File: config.mk
export PLATFORM = sky130hd
export DESIGN_NAME = mult32_seq_ctrl_flat
export DESIGN_NICKNAME = d
export VERILOG_FILES = /design/src/rtl/mult32_seq_ctrl_if.sv /design/src/rtl/mult32_seq_ctrl.sv /design/src/flat_wrapper.sv
export SDC_FILE = /design/constraint.sdc
export NUM_CORES = 1
export LEC_CHECK = 0
export ABC_AREA = 1
export BUFFER_PORTS_ARGS = -buffer_cell sky130_fd_sc_hd__buf_2
export CORE_MARGIN = 2
export CORE_UTILIZATION = 55
export CTS_BUF_LIST = sky130_fd_sc_hd__clkbuf_8
export DETAILED_ROUTE_END_ITERATION = 16
export GPL_TIMING_DRIVEN = 0
export PLACE_DENSITY = 0.75
export RECOVER_POWER = 25
export SLEW_MARGIN = 10
export SYNTH_ARGS = -nofsm -noshare
export SYNTH_HDL_FRONTEND = slang
export SYNTH_SLANG_ARGS = --single-unit
export TNS_END_PERCENT = 100
File: constraint.sdc
create_clock -name CLK -period 3.18 [get_ports CLK]
set_input_delay 0.477 -clock CLK [delete_from_list [all_inputs] [get_ports CLK]]
set_output_delay 0.477 -clock CLK [all_outputs]
set_load 0.1 [all_outputs]
File: src/rtl/mult32_seq_ctrl_if.sv
// Handshake and result bus between the ALU control unit and the
// sequential multiplier.
interface mult32_seq_ctrl_if;
  logic        START;
  logic        SIGNED;
  logic [31:0] A;
  logic [31:0] B;
  logic        BUSY;
  logic        DONE;
  logic [31:0] HI;
  logic [31:0] LO;

  // Control unit side: issues requests and observes results.
  modport master (
    output START, SIGNED, A, B,
    input  BUSY, DONE, HI, LO
  );

  // Multiplier side.
  modport slave (
    input  START, SIGNED, A, B,
    output BUSY, DONE, HI, LO
  );
endinterface

File: src/rtl/mult32_seq_ctrl.sv
// Sequential 32x32 multiplier (signed/unsigned) using one shared 33-bit
// add path iterated 32 times. Signed operands are converted to magnitudes
// up front and the product is negated at the end when the signs differ.
module mult32_seq_ctrl (
  input logic                CLK,
  input logic                RST,
  mult32_seq_ctrl_if.slave   bus
);

  typedef enum logic [2:0] {
    S_IDLE  = 3'd0,
    S_PREP  = 3'd1,
    S_ITER  = 3'd2,
    S_FIXUP = 3'd3,
    S_DONE  = 3'd4
  } state_t;

  state_t      state_q;
  logic [31:0] a_q;
  logic [31:0] b_q;
  logic        sgn_q;
  logic [31:0] mc_q;
  logic [63:0] p_q;
  logic [4:0]  cnt_q;
  logic        neg_q;
  logic [31:0] hi_q;
  logic [31:0] lo_q;
  logic        busy_q;
  logic        done_q;

  logic [32:0] sum_d;
  logic [63:0] p_iter_d;
  logic [63:0] p_fix_d;
  logic [31:0] mc_init_d;
  logic [31:0] pl_init_d;
  logic        neg_init_d;

  // Datapath: operand magnitudes, shared add/shift step and final sign fix.
  always_comb begin
    mc_init_d  = (sgn_q & a_q[31]) ? (~a_q + 32'd1) : a_q;
    pl_init_d  = (sgn_q & b_q[31]) ? (~b_q + 32'd1) : b_q;
    neg_init_d = sgn_q & (a_q[31] ^ b_q[31]);
    sum_d      = {1'b0, p_q[63:32]} + (p_q[0] ? {1'b0, mc_q} : 33'd0);
    p_iter_d   = {sum_d, p_q[31:1]};
    p_fix_d    = neg_q ? (~p_q + 64'd1) : p_q;
  end

  // Control FSM with registered BUSY/DONE and the HI/LO result registers.
  always_ff @(posedge CLK or negedge RST) begin
    if (!RST) begin
      state_q <= S_IDLE;
      a_q     <= '0;
      b_q     <= '0;
      sgn_q   <= 1'b0;
      mc_q    <= '0;
      p_q     <= '0;
      cnt_q   <= '0;
      neg_q   <= 1'b0;
      hi_q    <= '0;
      lo_q    <= '0;
      busy_q  <= 1'b0;
      done_q  <= 1'b0;
    end else begin
      case (state_q)
        S_IDLE, S_DONE: begin
          done_q <= 1'b0;
          if (bus.START) begin
            a_q     <= bus.A;
            b_q     <= bus.B;
            sgn_q   <= bus.SIGNED;
            state_q <= S_PREP;
            busy_q  <= 1'b1;
          end else begin
            state_q <= S_IDLE;
            busy_q  <= 1'b0;
          end
        end
        S_PREP: begin
          mc_q    <= mc_init_d;
          p_q     <= {32'd0, pl_init_d};
          neg_q   <= neg_init_d;
          cnt_q   <= '0;
          state_q <= S_ITER;
        end
        S_ITER: begin
          p_q   <= p_iter_d;
          cnt_q <= cnt_q + 5'd1;
          if (cnt_q == 5'd31) begin
            state_q <= S_FIXUP;
          end
        end
        S_FIXUP: begin
          p_q     <= p_fix_d;
          hi_q    <= p_fix_d[63:32];
          lo_q    <= p_fix_d[31:0];
          busy_q  <= 1'b0;
          done_q  <= 1'b1;
          state_q <= S_DONE;
        end
        default: begin
          state_q <= S_IDLE;
          busy_q  <= 1'b0;
          done_q  <= 1'b0;
        end
      endcase
    end
  end

  assign bus.BUSY = busy_q;
  assign bus.DONE = done_q;
  assign bus.HI   = hi_q;
  assign bus.LO   = lo_q;

endmodule

File: src/flat_wrapper.sv
// flat-port wrapper written by rule: the top's interface ports become plain ports
module mult32_seq_ctrl_flat 
  (CLK, RST, bus_START, bus_SIGNED, bus_A, bus_B, bus_BUSY, bus_DONE, bus_HI, bus_LO);
  mult32_seq_ctrl_if bus_i ();
  input logic CLK;
  input logic RST;
  input wire logic [$bits(bus_i.START)-1:0] bus_START;
  input wire logic [$bits(bus_i.SIGNED)-1:0] bus_SIGNED;
  input wire logic [$bits(bus_i.A)-1:0] bus_A;
  input wire logic [$bits(bus_i.B)-1:0] bus_B;
  output wire logic [$bits(bus_i.BUSY)-1:0] bus_BUSY;
  output wire logic [$bits(bus_i.DONE)-1:0] bus_DONE;
  output wire logic [$bits(bus_i.HI)-1:0] bus_HI;
  output wire logic [$bits(bus_i.LO)-1:0] bus_LO;
  assign bus_i.START = bus_START;
  assign bus_i.SIGNED = bus_SIGNED;
  assign bus_i.A = bus_A;
  assign bus_i.B = bus_B;
  assign bus_BUSY = bus_i.BUSY;
  assign bus_DONE = bus_i.DONE;
  assign bus_HI = bus_i.HI;
  assign bus_LO = bus_i.LO;
  mult32_seq_ctrl u_core (.CLK(CLK), .RST(RST), .bus(bus_i));
endmodule
==> results.md, run 1 <==
- Hold Fails Final Rpt: 0
- Fin cells: 3002
- Core ar.: 27930 µm²
- CP Data Required Time: 3.60 ns
- Top post-synthesis cells by area: dfrtp_1 38%, nand2_1 19%, nand3_1 8.9%
- Clk pin slew, worst setup/hold paths: 0.06 ns
- Nets: 2696
- Most common flop cell mapped by yosys: dfrtp_1
- # setup viols final: 0
- Syn_area_per_cell: 6.520 µm²
- IO Port Bufs: 133
- Io pins: 134
- Root Driver: clkbuf_8
- Most numerous cell in the Yosys netlist: nand2_1
- # H-tree levels: 2
- Top-area cell type share of the netlist area: 0.3755
- Worst Hold End: u_core.b_q[31]$_DFFE_PN0P_
- GRT overflow: 0
- R2R depth: 16
- Period utilization: 0.9367
- DR pass1 iterations: 6
- YS warnings: 0
- Critical register-to-register path startpoint: u_core.p_q[0]$_DFFE_PN0P_
- DIE AREA: 29960 µm²
- Synth Instances: 2412
- Syn Nets: 2518
- Rel. slew slack: -0.1334
- List of most frequent post-synthesis cells: 811 x nand2_1, 289 x nor2_1, 288 x inv_1
- Synth async-reset ratio: 1.000
- Min-Delay Path Class: in -> reg
- Routability cong.: 0.9743
- CP max FO: 17
- Die Height: 173.1 µm
- Antenna violations before repair: 0
- Worst Path Arrival: 3.40 ns
- Status: complete, but fails checks
- Synth cell types: 42
- Setup_tns: 0 ns
- Dpl hpwl: 42960 µm
- DIE WIDTH: 173.1 µm
- CTS Buffer Depth: 3
- R2r endpoint: u_core.p_q[47]$_DFFE_PN0P_
- GR Util All Layers: 0.3608
- Violated checks: capacitance limit, slew limit
- Worst Tran Pin Value: 1.700 ns
- Slew Viols, Final: 66
- Clock sink count: 236
- Largest area contributor in the netlist: dfrtp_1
- Vias in the first global route: 15820
- Seq/Total Area, Yosys: 0.3755
- Cts repair resizes: 0
- ANT nets after route: 0
- Starting density of the core: 0.5630
- Area Overhead vs Synth: 13.68%
- Layout cell share with drive strength beyond 1: 0.1102
- Clock Skew: 0.02976 ns
- Critical path type: reg -> reg
- Synthesized area: 15730 µm²
- DR vias: 16850
- Flop and latch count out of synthesis: 236
- Worst skew pair latency: 0.57 ns
- Worst Setup Start Kind: flop
- Crit. End Element: flop
- Routed wire length: 54490 µm
- Avg WL per Cell: 18.15 µm
- DRC: 0
- Largest net degree at the start of global routing: 101
- Setup Fix Bufs, Post-CTS: 0
- First-pass GRT wire length: 85170 µm
- Max-cap violations: 1
- Initial drt markers: 1797
- Crit path from: u_core.p_q[0]$_DFFE_PN0P_
- RSZ-0062 raised after global routing: no
- Placed insts: 2925
- Hold slack: 0.1548 ns
- CTS tree: yes
- Hold path depth: 2
- Post-synth EDFFs: 0
- Achievable Freq: 0.3357 GHz
- # rows: 61
- Via density: 5.612
- Hold_sp: bus_B[31]
- TritonCTS Buffers: 41
- Final min period: 2.979 ns
- FF-to-FF setup slack: 0.20 ns
## state kept, by name, summed over array words and instances, names as in the netlist
register / count
u_core.bus.DONE: 1
u_core.bus.LO: 32
u_core.b_q: 32
u_core.neg_q: 1
u_core.sgn_q: 1
u_core.p_q: 64
u_core.a_q: 32
u_core.state_q: 3
u_core.bus.BUSY: 1
u_core.cnt_q: 5
u_core.bus.HI: 32
u_core.mc_q: 32
## cells by family (layout without fill, tap and decap cells)
kind of cell	Yosys count	after routing	share of synthesized area
other cells	0	1	0
xor+xnor	19	19	0.01058
fa+ha+maj	38	38	0.03071
simple gates	1476	1476	0.3925
mux	16	16	0.01146
flops	236	236	0.3755
buf+inv	364	575	0.08943
compound gates	263	263	0.08982
## cells in the final DEF (no fill, tap or decap), types with 6 or more instances in the layout
cell type / count
clkbuf_1: 29
o21ai_0: 101
nand2_2: 6
nor2_2: 6
a21oi_1: 128
inv_1: 297
o21ai_1: 7
buf_2: 164
nand4_1: 30
clkbuf_8: 52
nand3_1: 281
xor2_1: 14
dfrtp_1: 236
nand3b_1: 16
ha_1: 37
inv_2: 8
nor2_1: 289
nor3_1: 14
mux2_2: 16
nand2_1: 811
or2_2: 9
## how the worst max path moves through the flow
stage	end	slack, ns	cells after the start
final	u_core.p_q[47]$_DFFE_PN0P_	0.20	16
after global routing	u_core.p_q[47]$_DFFE_PN0P_	0.001	16
after CTS	u_core.p_q[47]$_DFFE_PN0P_	0.25	16
after detailed placement	u_core.p_q[47]$_DFFE_PN0P_	-0.003	17
after global placement	u_core.a_q[28]$_DFFE_PN0P_	-2.45	1
after floorplan	u_core.p_q[47]$_DFFE_PN0P_	0.86	17
## critical path, cell delays in order (launching register included)
cell and delay [ns]:
dfrtp_1 0.31, buf_2 0.31, nand2_1 0.10, inv_1 0.11, ha_1 0.38, inv_1 0.10, fa_1 0.37, inv_1 0.16
nand3_1 0.09, nand3_1 0.17, nand2_1 0.07, nand2_1 0.15, nand2_1 0.07, nand2_1 0.17, a21oi_1 0.08, o21ai_0 0.10
nand3_1 0.09
## cell type report
| type | instances | area, µm² |
|---|---|---|
| Tap cell | 378 | 473.0 |
| Multi-Input combinational cell | 1812 | 8414 |
| Timing Repair Buffer | 136 | 730.7 |
| Clock inverter | 24 | 234.0 |
| Inverter | 297 | 1115 |
| Clock buffer | 52 | 715.7 |
| Sequential cell | 236 | 5906 |
| Fill cell | 2701 | 10060 |
| Antenna cell | 1 | 2.502 |
| Buffer | 66 | 287.8 |
## routing by layer
| layer | vias to the layer above | track usage | routed length, µm |
|---|---|---|---|
| met5 | - | 0 | 0 |
| met1 | 7843 | 0.5026 | 23640 |
| met2 | 813 | 0.5610 | 23670 |
| met4 | 0 | 0.1158 | 1790 |
| met3 | 134 | 0.07982 | 5384 |
| li1 | 8057 | - | - |
## what timing repair did
action	4_1_cts	5_1_grt
hold endpoints to repair	65	0
hold buffers	1	0
endpoints found under the setup margin	2	0
## per-stage QoR
step | utilization | instance area (µm²) | worst slack, ns
2_1_floorplan | - | 15730 | 0.8584
3_3_place_gp | 0.6037 | 16860 | -2.454
3_5_place_dp | 0.6061 | 16930 | -0.002864
4_1_cts | 0.6403 | 17890 | 0.2503
5_1_grt | 0.6399 | 17880 | 0.001269
6_report | 0.6400 | 17880 | 0.2014
Power of run 1 is not shown: default switching activity piles up to over one toggle a cycle in this logic, so the estimate is an artifact.
==> run 2: changes to the inputs <==
--- a/config.mk
+++ b/config.mk
@@ -5,14 +5,13 @@
 export SDC_FILE = /design/constraint.sdc
 export NUM_CORES = 1
 export LEC_CHECK = 0
-export ABC_AREA = 1
 export BUFFER_PORTS_ARGS = -buffer_cell sky130_fd_sc_hd__buf_2
 export CORE_MARGIN = 2
-export CORE_UTILIZATION = 55
+export CORE_UTILIZATION = 30
 export CTS_BUF_LIST = sky130_fd_sc_hd__clkbuf_8
 export DETAILED_ROUTE_END_ITERATION = 16
 export GPL_TIMING_DRIVEN = 0
-export PLACE_DENSITY = 0.75
+export PLACE_DENSITY = 0.47
 export RECOVER_POWER = 25
 export SLEW_MARGIN = 10
 export SYNTH_ARGS = -nofsm -noshare
==> run 2 against run 1 <==
The run still ends with capacitance limit, slew limit left. Worst setup slack worse by 0.11 ns. Final cell count down 18%. Via count decreased by 22%. Clock skew fell by 0.00068 ns. Critical path depth down 2. Final area fell by 3.0%. Area after synthesis fell by 8.9%. Count of clock-buffer cells in the layout increased by 3.
==> results.md, run 2 <==
- CP max FO: 10
- Worst Tran Pin Value: 2.103 ns
- Hold slack: 0.07113 ns
- Routed wire length: 53020 µm
- Post-synth EDFFs: 0
- M1 wire length: 25540 µm
- First-pass GRT wire length: 79920 µm
- RSZ-0062 raised after global routing: yes
- Most common flop cell mapped by yosys: dfrtp_1
- Core ar.: 47450 µm²
- GR Util All Layers: 0.2109
- # rows: 80
- Nets: 1932
- DR pass1 iterations: 7
- Max-cap violations: 1
- CTS tree: yes
- Most numerous cell in the Yosys netlist: dfrtp_1
- YS warnings: 0
- Critical register-to-register path startpoint: u_core.p_q[0]$_DFFE_PN0P_
- Violated checks: capacitance limit, slew limit
- Min-Delay Path Class: in -> reg
- Synthesized area: 14320 µm²
- Hold Fails Final Rpt: 0
- Leak: 7.512 nW
- Clock Skew: 0.02908 ns
- Rel. slew slack: -0.4018
- PwrDens: 1279 nW/µm²
- DIE WIDTH: 222.5 µm
- Starting density of the core: 0.3019
- TritonCTS Buffers: 46
- Peak supply drop: 0.3403 mV
- List of most frequent post-synthesis cells: 236 x dfrtp_1, 229 x nand2_1, 183 x o21ai_0
- Setup_tns: 0 ns
- Status: complete, but fails checks
- Vias in the first global route: 12720
- Hold path depth: 3
- Dpl hpwl: 40290 µm
- Io pins: 134
- Fin util: 0.3657
- Layout cell share with drive strength beyond 1: 0.2085
- Final min period: 3.087 ns
- Worst Setup Start Kind: flop
- Avg WL per Cell: 21.49 µm
- Syn Nets: 1728
- DIE AREA: 49510 µm²
- Largest area contributor in the netlist: dfrtp_1
- Period utilization: 0.9708
- DRC: 0
- Die Height: 222.5 µm
- Top-area cell type share of the netlist area: 0.4123
- Routability cong.: 0.9338
- Flop and latch count out of synthesis: 236
- Worst skew pair latency: 0.63 ns
- Root Driver: clkbuf_8
- FF-to-FF setup slack: 0.09 ns
- Clk pin slew, worst setup/hold paths: 0.06 ns
- Synth async-reset ratio: 1.000
- Max FFs per register: 64
- Area Overhead vs Synth: 21.11%
- Pre-CTS WS: -1.165 ns
- Initial drt markers: 1008
- Top post-synthesis cells by area: dfrtp_1 41%, o21ai_0 6.4%, nand2_1 6.0%
- # setup viols final: 0
- Worst Path Arrival: 3.55 ns
- Reg with most FFs: u_core.p_q
- CP Data Required Time: 3.64 ns
- R2r endpoint: u_core.p_q[62]$_DFFE_PN0P_
- Synth cell types: 77
- Commonest non-fill, non-tap cell in the layout: dfrtp_1
- Setup WS post-layout: 0.09286 ns
- Met3 wire length: 3404 µm
- Hold_sp: bus_A[1]
- DR vias: 13170
- IO Port Bufs: 133
- R2R depth: 14
- WL met2: 22740 µm
- DR top layer: met5
- Commonest cells after routing, fill and taps aside: 235 x dfrtp_1, 228 x nand2_1, 173 x o21ai_0
- Critical path type: reg -> reg
- Seq/Total Area, Yosys: 0.4123
- Via density: 5.337
- Achievable Freq: 0.3239 GHz
- Worst Hold End: u_core.a_q[1]$_DFFE_PN0P_
- CTS Buffer Depth: 3
- Synth Instances: 1622
- Clock sink count: 236
- Slew Viols, Final: 79
- ANT nets after route: 0
- Syn_area_per_cell: 8.832 µm²
- # H-tree levels: 2
- GRT overflow: 0
- Largest net degree at the start of global routing: 83
- Antenna violations before repair: 3
- Crit. End Element: flop
run 2: changes by cell type in the layout (fill, tap and decap cells not counted), sizes merged, moves of 63 or more:
cell,before,now
nand2,817,229
inv,305,55
nand3,281,31
nor2,299,98
o21ai,112,189
xor2,14,77
run 2: what timing repair did:
action / 4_1_cts / 5_1_grt
hold buffers: 1 / 0
endpoints found under the setup margin: 60 / 54
buffers inserted: 8 / 15
endpoints found under the hold margin: 76 / 0
gates resized for setup: 46 / 79
pin swaps: 4 / 25
run 2: cell type report:
class | instances | area (µm²)
inverter | 43 | 161.4
multi-input combinational | 1247 | 8371
antenna | 1 | 2.502
clock inverter | 18 | 110.1
timing repair buffer | 159 | 874.6
tap | 615 | 769.5
sequential | 236 | 5907
clock buffer | 55 | 757.0
fill | 4983 | 30100
buffer | 93 | 396.6
run 2: power breakdown:
part | leakage, nW | total, mW | switching, mW | internal, mW
logic | 4.09 | 13.1 | 9.04 | 4.11
clock network | 0.485 | 3.01 | 1.38 | 1.63
registers | 2.93 | 6.04 | 1.61 | 4.43
run 2: worst max path at each step:
stage | startpoint | end | slack [ns] | cells after the start
3_3_place_gp | RST | u_core.bus.HI[23]$_DFFE_PN0P_ | -2.90 | 1
5_1_grt | u_core.p_q[0]$_DFFE_PN0P_ | u_core.p_q[53]$_DFFE_PN0P_ | -0.02 | 13
6_report | u_core.p_q[0]$_DFFE_PN0P_ | u_core.p_q[62]$_DFFE_PN0P_ | 0.09 | 14
3_5_place_dp | u_core.p_q[0]$_DFFE_PN0P_ | u_core.p_q[58]$_DFFE_PN0P_ | -1.16 | 13
2_1_floorplan | u_core.p_q[0]$_DFFE_PN0P_ | u_core.p_q[57]$_DFFE_PN0P_ | 0.05 | 14
4_1_cts | u_core.p_q[0]$_DFFE_PN0P_ | u_core.p_q[60]$_DFFE_PN0P_ | -0.02 | 14
run 2: stage by stage:
stage / std cells / power (mW) / area [µm²]
2_1_floorplan: 1622 / 14.61 / 14330
3_3_place_gp: 2370 / 18.26 / 15770
3_5_place_dp: 2372 / 18.40 / 15830
4_1_cts: 2452 / 21.71 / 16980
5_1_grt: 2466 / 23.61 / 17350
6_report: 2467 / 22.19 / 17350
run 2: worst max-delay path, cell delays in order, from the launching register on:
cell,delay [ns]
dfrtp_2,0.46
buf_4,0.18
clkbuf_4,0.17
and2_4,0.15
ha_4,0.29
and3_4,0.20
and4_4,0.24
inv_1,0.06
o31ai_4,0.29
o21ai_2,0.08
buf_6,0.14
buf_4,0.14
o2111ai_4,0.20
mux2i_1,0.24
o21ai_1,0.08
run 2: metal layers:
layer	vias to the layer above	global-route usage
met1	6413	0.3090
met4	4	0.06928
met5	-	0
met2	470	0.3113
li1	6191	-
met3	89	0.03835
run 2: cell families after synthesis:
logic type | Yosys count | synth area share
muxes | 65 | 0.05040
xor gates and xnor gates | 142 | 0.08682
and+or+nand+nor | 525 | 0.1744
buffers and inverters | 139 | 0.03782
AOI/OAI and AO/OA | 477 | 0.2046
DFF | 236 | 0.4123
adders and majority gates | 38 | 0.03371
(Power assumes the default switching activity.)
==> run 3: changes to the inputs <==
--- a/config.mk
+++ b/config.mk
@@ -6,12 +6,15 @@
 export NUM_CORES = 1
 export LEC_CHECK = 0
 export BUFFER_PORTS_ARGS = -buffer_cell sky130_fd_sc_hd__buf_2
+export CELL_PAD_IN_SITES_DETAIL_PLACEMENT = 1
+export CELL_PAD_IN_SITES_GLOBAL_PLACEMENT = 2
+export CORE_ASPECT_RATIO = 2
 export CORE_MARGIN = 2
 export CORE_UTILIZATION = 30
 export CTS_BUF_LIST = sky130_fd_sc_hd__clkbuf_8
 export DETAILED_ROUTE_END_ITERATION = 16
 export GPL_TIMING_DRIVEN = 0
-export PLACE_DENSITY = 0.47
+export PLACE_DENSITY = 0.68
 export RECOVER_POWER = 25
 export SLEW_MARGIN = 10
 export SYNTH_ARGS = -nofsm -noshare
==> run 3 against run 2 <==
First-iteration DRC count down 38%. Global-route usage up 3.6 points. Worst hold slack better by 0.010 ns. Combinational power up 5%. Core utilization up 0.99 points. Count of clock-buffer cells in the layout down 2. Wire length up 16%. Final area up 2.5%. The flow finishes with violations (capacitance limit, slew limit, setup timing). Critical path type unchanged.
==> results.md, run 3 (synthesis results as in run 2) <==
- Status: complete, but fails checks
- Violated checks: capacitance limit, slew limit, setup timing
- CP max-delay cell: dfrtp_2
- Leak: 7.688 nW
- Layout cell share with drive strength beyond 1: 0.2343
- CP max FO: 5
- Routed wire length: 61390 µm
- # rows: 113
- Critical path type: reg -> reg
- # H-tree levels: 2
- Vias in the first global route: 14570
- Crit. End Element: flop
- # setup viols final: 3
- FF/Latch Area: 5908 µm²
- DR pass1 iterations: 6
- RSZ-0062 raised after global routing: yes
- Max FFs per register: 64
- Peak supply drop: 0.5001 mV
- IO Port Bufs: 133
- DIE WIDTH: 158.5 µm
- GRT overflow: 0
- Hold slack: 0.08153 ns
- GR Util All Layers: 0.2466
- Setup WS post-layout: -0.05955 ns
- TritonCTS Buffers: 41
- Clock Skew: 0.03341 ns
- Achievable Freq: 0.3087 GHz
- Via density: 5.371
- Crit-path max cell delay: 0.52 ns
- CP Data Required Time: 3.65 ns
- Largest net degree at the start of global routing: 88
- Footprint of the multi-input gates: 8613 µm²
- Max-cap violations: 1
- Critical-path cell list: clkbuf_16 -> and2_4 -> ha_4 -> inv_2 -> fa_2 -> nor2b_4 -> o21ai_2 -> a21oi_2 -> nor2_4 -> o221ai_4 -> buf_12 -> a2111oi_4 -> buf_4 -> o311ai_2 -> o41ai_2 -> a211o_1
- Slew Viols, Final: 72
- Worst Path Arrival: 3.71 ns
- Final min period: 3.240 ns
- Commonest cells after routing, fill and taps aside: 234 x dfrtp_1, 225 x nand2_1, 173 x o21ai_0
- Area after DPL: 15850 µm²
- CTS Buffer Depth: 3
- Core ar.: 47360 µm²
- Starting density of the core: 0.3024
- Avg WL per Cell: 24.54 µm
- Initial drt markers: 621
- First-pass GRT wire length: 89890 µm
- Antenna violations before repair: 2
- Nets: 1947
- Dpl hpwl: 46450 µm
- Pre-CTS WS: -1.755 ns
- DRC: 0
- Clock sink count: 236
- Clk pin slew, worst setup/hold paths: 0.07 ns
- DR vias: 13440
- Worst Tran Pin Value: 1.825 ns
- Rel. slew slack: -0.2166
- ANT nets after route: 0
- CP bufs+invs: 4
- Worst skew pair latency: 0.61 ns
- Io pins: 134
- Routability cong.: 0.9059
- Hold Fails Final Rpt: 0
- Reg with most FFs: u_core.p_q
- DIE AREA: 49620 µm²
- Die Height: 313.0 µm
- Root Driver: clkbuf_8
- Min-Delay Path Class: in -> reg
- CTS tree: yes
- Design Area, Final: 17790 µm²
- Total power: 22.72 mW
- Worst Setup Start Kind: flop
- Period utilization: 1.019
- PwrDens: 1277 nW/µm²
- Fillers: 5597
- Top delay family on crit path: compound AO/OA/AOI/OAI gates
- Area Overhead vs Synth: 24.17%
- Commonest non-fill, non-tap cell in the layout: dfrtp_1
-- run 3: changes by cell type in the layout (fill, tap and decap cells not counted), sizes merged --
cell / delta
inv: -3
clkinvlp: -1
buf: +24
clkinv: +4
clkbuf: -6
-- run 3: final cells by class --
type / count / share of cell area
sequential: 236 / 0.3322
buffer: 89 / 0.02216
inverter: 43 / 0.009074
timing repair buffer: 183 / 0.06078
multi-input combinational: 1247 / 0.4842
clock inverter: 18 / 0.005979
clock buffer: 53 / 0.04101
tap: 632 / 0.04446
antenna: 1 / 0.0001407
-- run 3: metrics by stage --
step	setup TNS, ns	util	cells
floorplan	0	-	1622
global placement	-740.73	0.3334	2387
detailed placement	-65.79	0.3347	2389
CTS	-0.1283	0.3687	2488
global route	-0.6234	0.3755	2502
finish	-0.07166	0.3755	2502
-- run 3: path summary, 6_finish.rpt --
path	depth (start not counted)	from	slack, ns	to
min in group asynchronous	2	RST	0.90	u_core.a_q[2]$_DFFE_PN0P_
max in group asynchronous	3	RST	0.60	u_core.p_q[0]$_DFFE_PN0P_
max reg2reg	16	u_core.p_q[0]$_DFFE_PN0P_	-0.06	u_core.p_q[57]$_DFFE_PN0P_
max	16	u_core.p_q[0]$_DFFE_PN0P_	-0.06	u_core.p_q[57]$_DFFE_PN0P_
min reg2reg	2	u_core.mc_q[14]$_DFFE_PN0P_	0.47	u_core.mc_q[14]$_DFFE_PN0P_
min	3	bus_B[31]	0.08	u_core.b_q[31]$_DFFE_PN0P_
-- run 3: tightest hold or removal path, delay by kind of cell --
| family | cells | cell delay [ns] |
|---|---|---|
| buf+inv | 1 | 0.08 |
| simple gates | 1 | 0.04 |
| compound gates | 1 | 0.06 |
-- run 3: report_power, final --
group | switching, mW | internal, mW
registers | 1.65 | 4.43
logic | 9.39 | 4.29
clock network | 1.40 | 1.57
-- run 3: metal layers --
layer / vias to the layer above / share of wire / GRT usage
met5: - / 0 / 0
met4: 0 / 0.074 / 0.1583
met3: 176 / 0.034 / 0.03042
met2: 349 / 0.55 / 0.4776
met1: 6708 / 0.34 / 0.2380
li1: 6205 / - / -
-- run 3: repair_timing --
item / 4_1_cts / 5_1_grt
endpoints found under the setup margin: 136 / 36
pin swaps: 27 / 31
hold buffers: 1 / 0
cloned: 0 / 1
gates resized for setup: 116 / 56
setup buffers: 30 / 17
endpoints found under the hold margin: 69 / 0
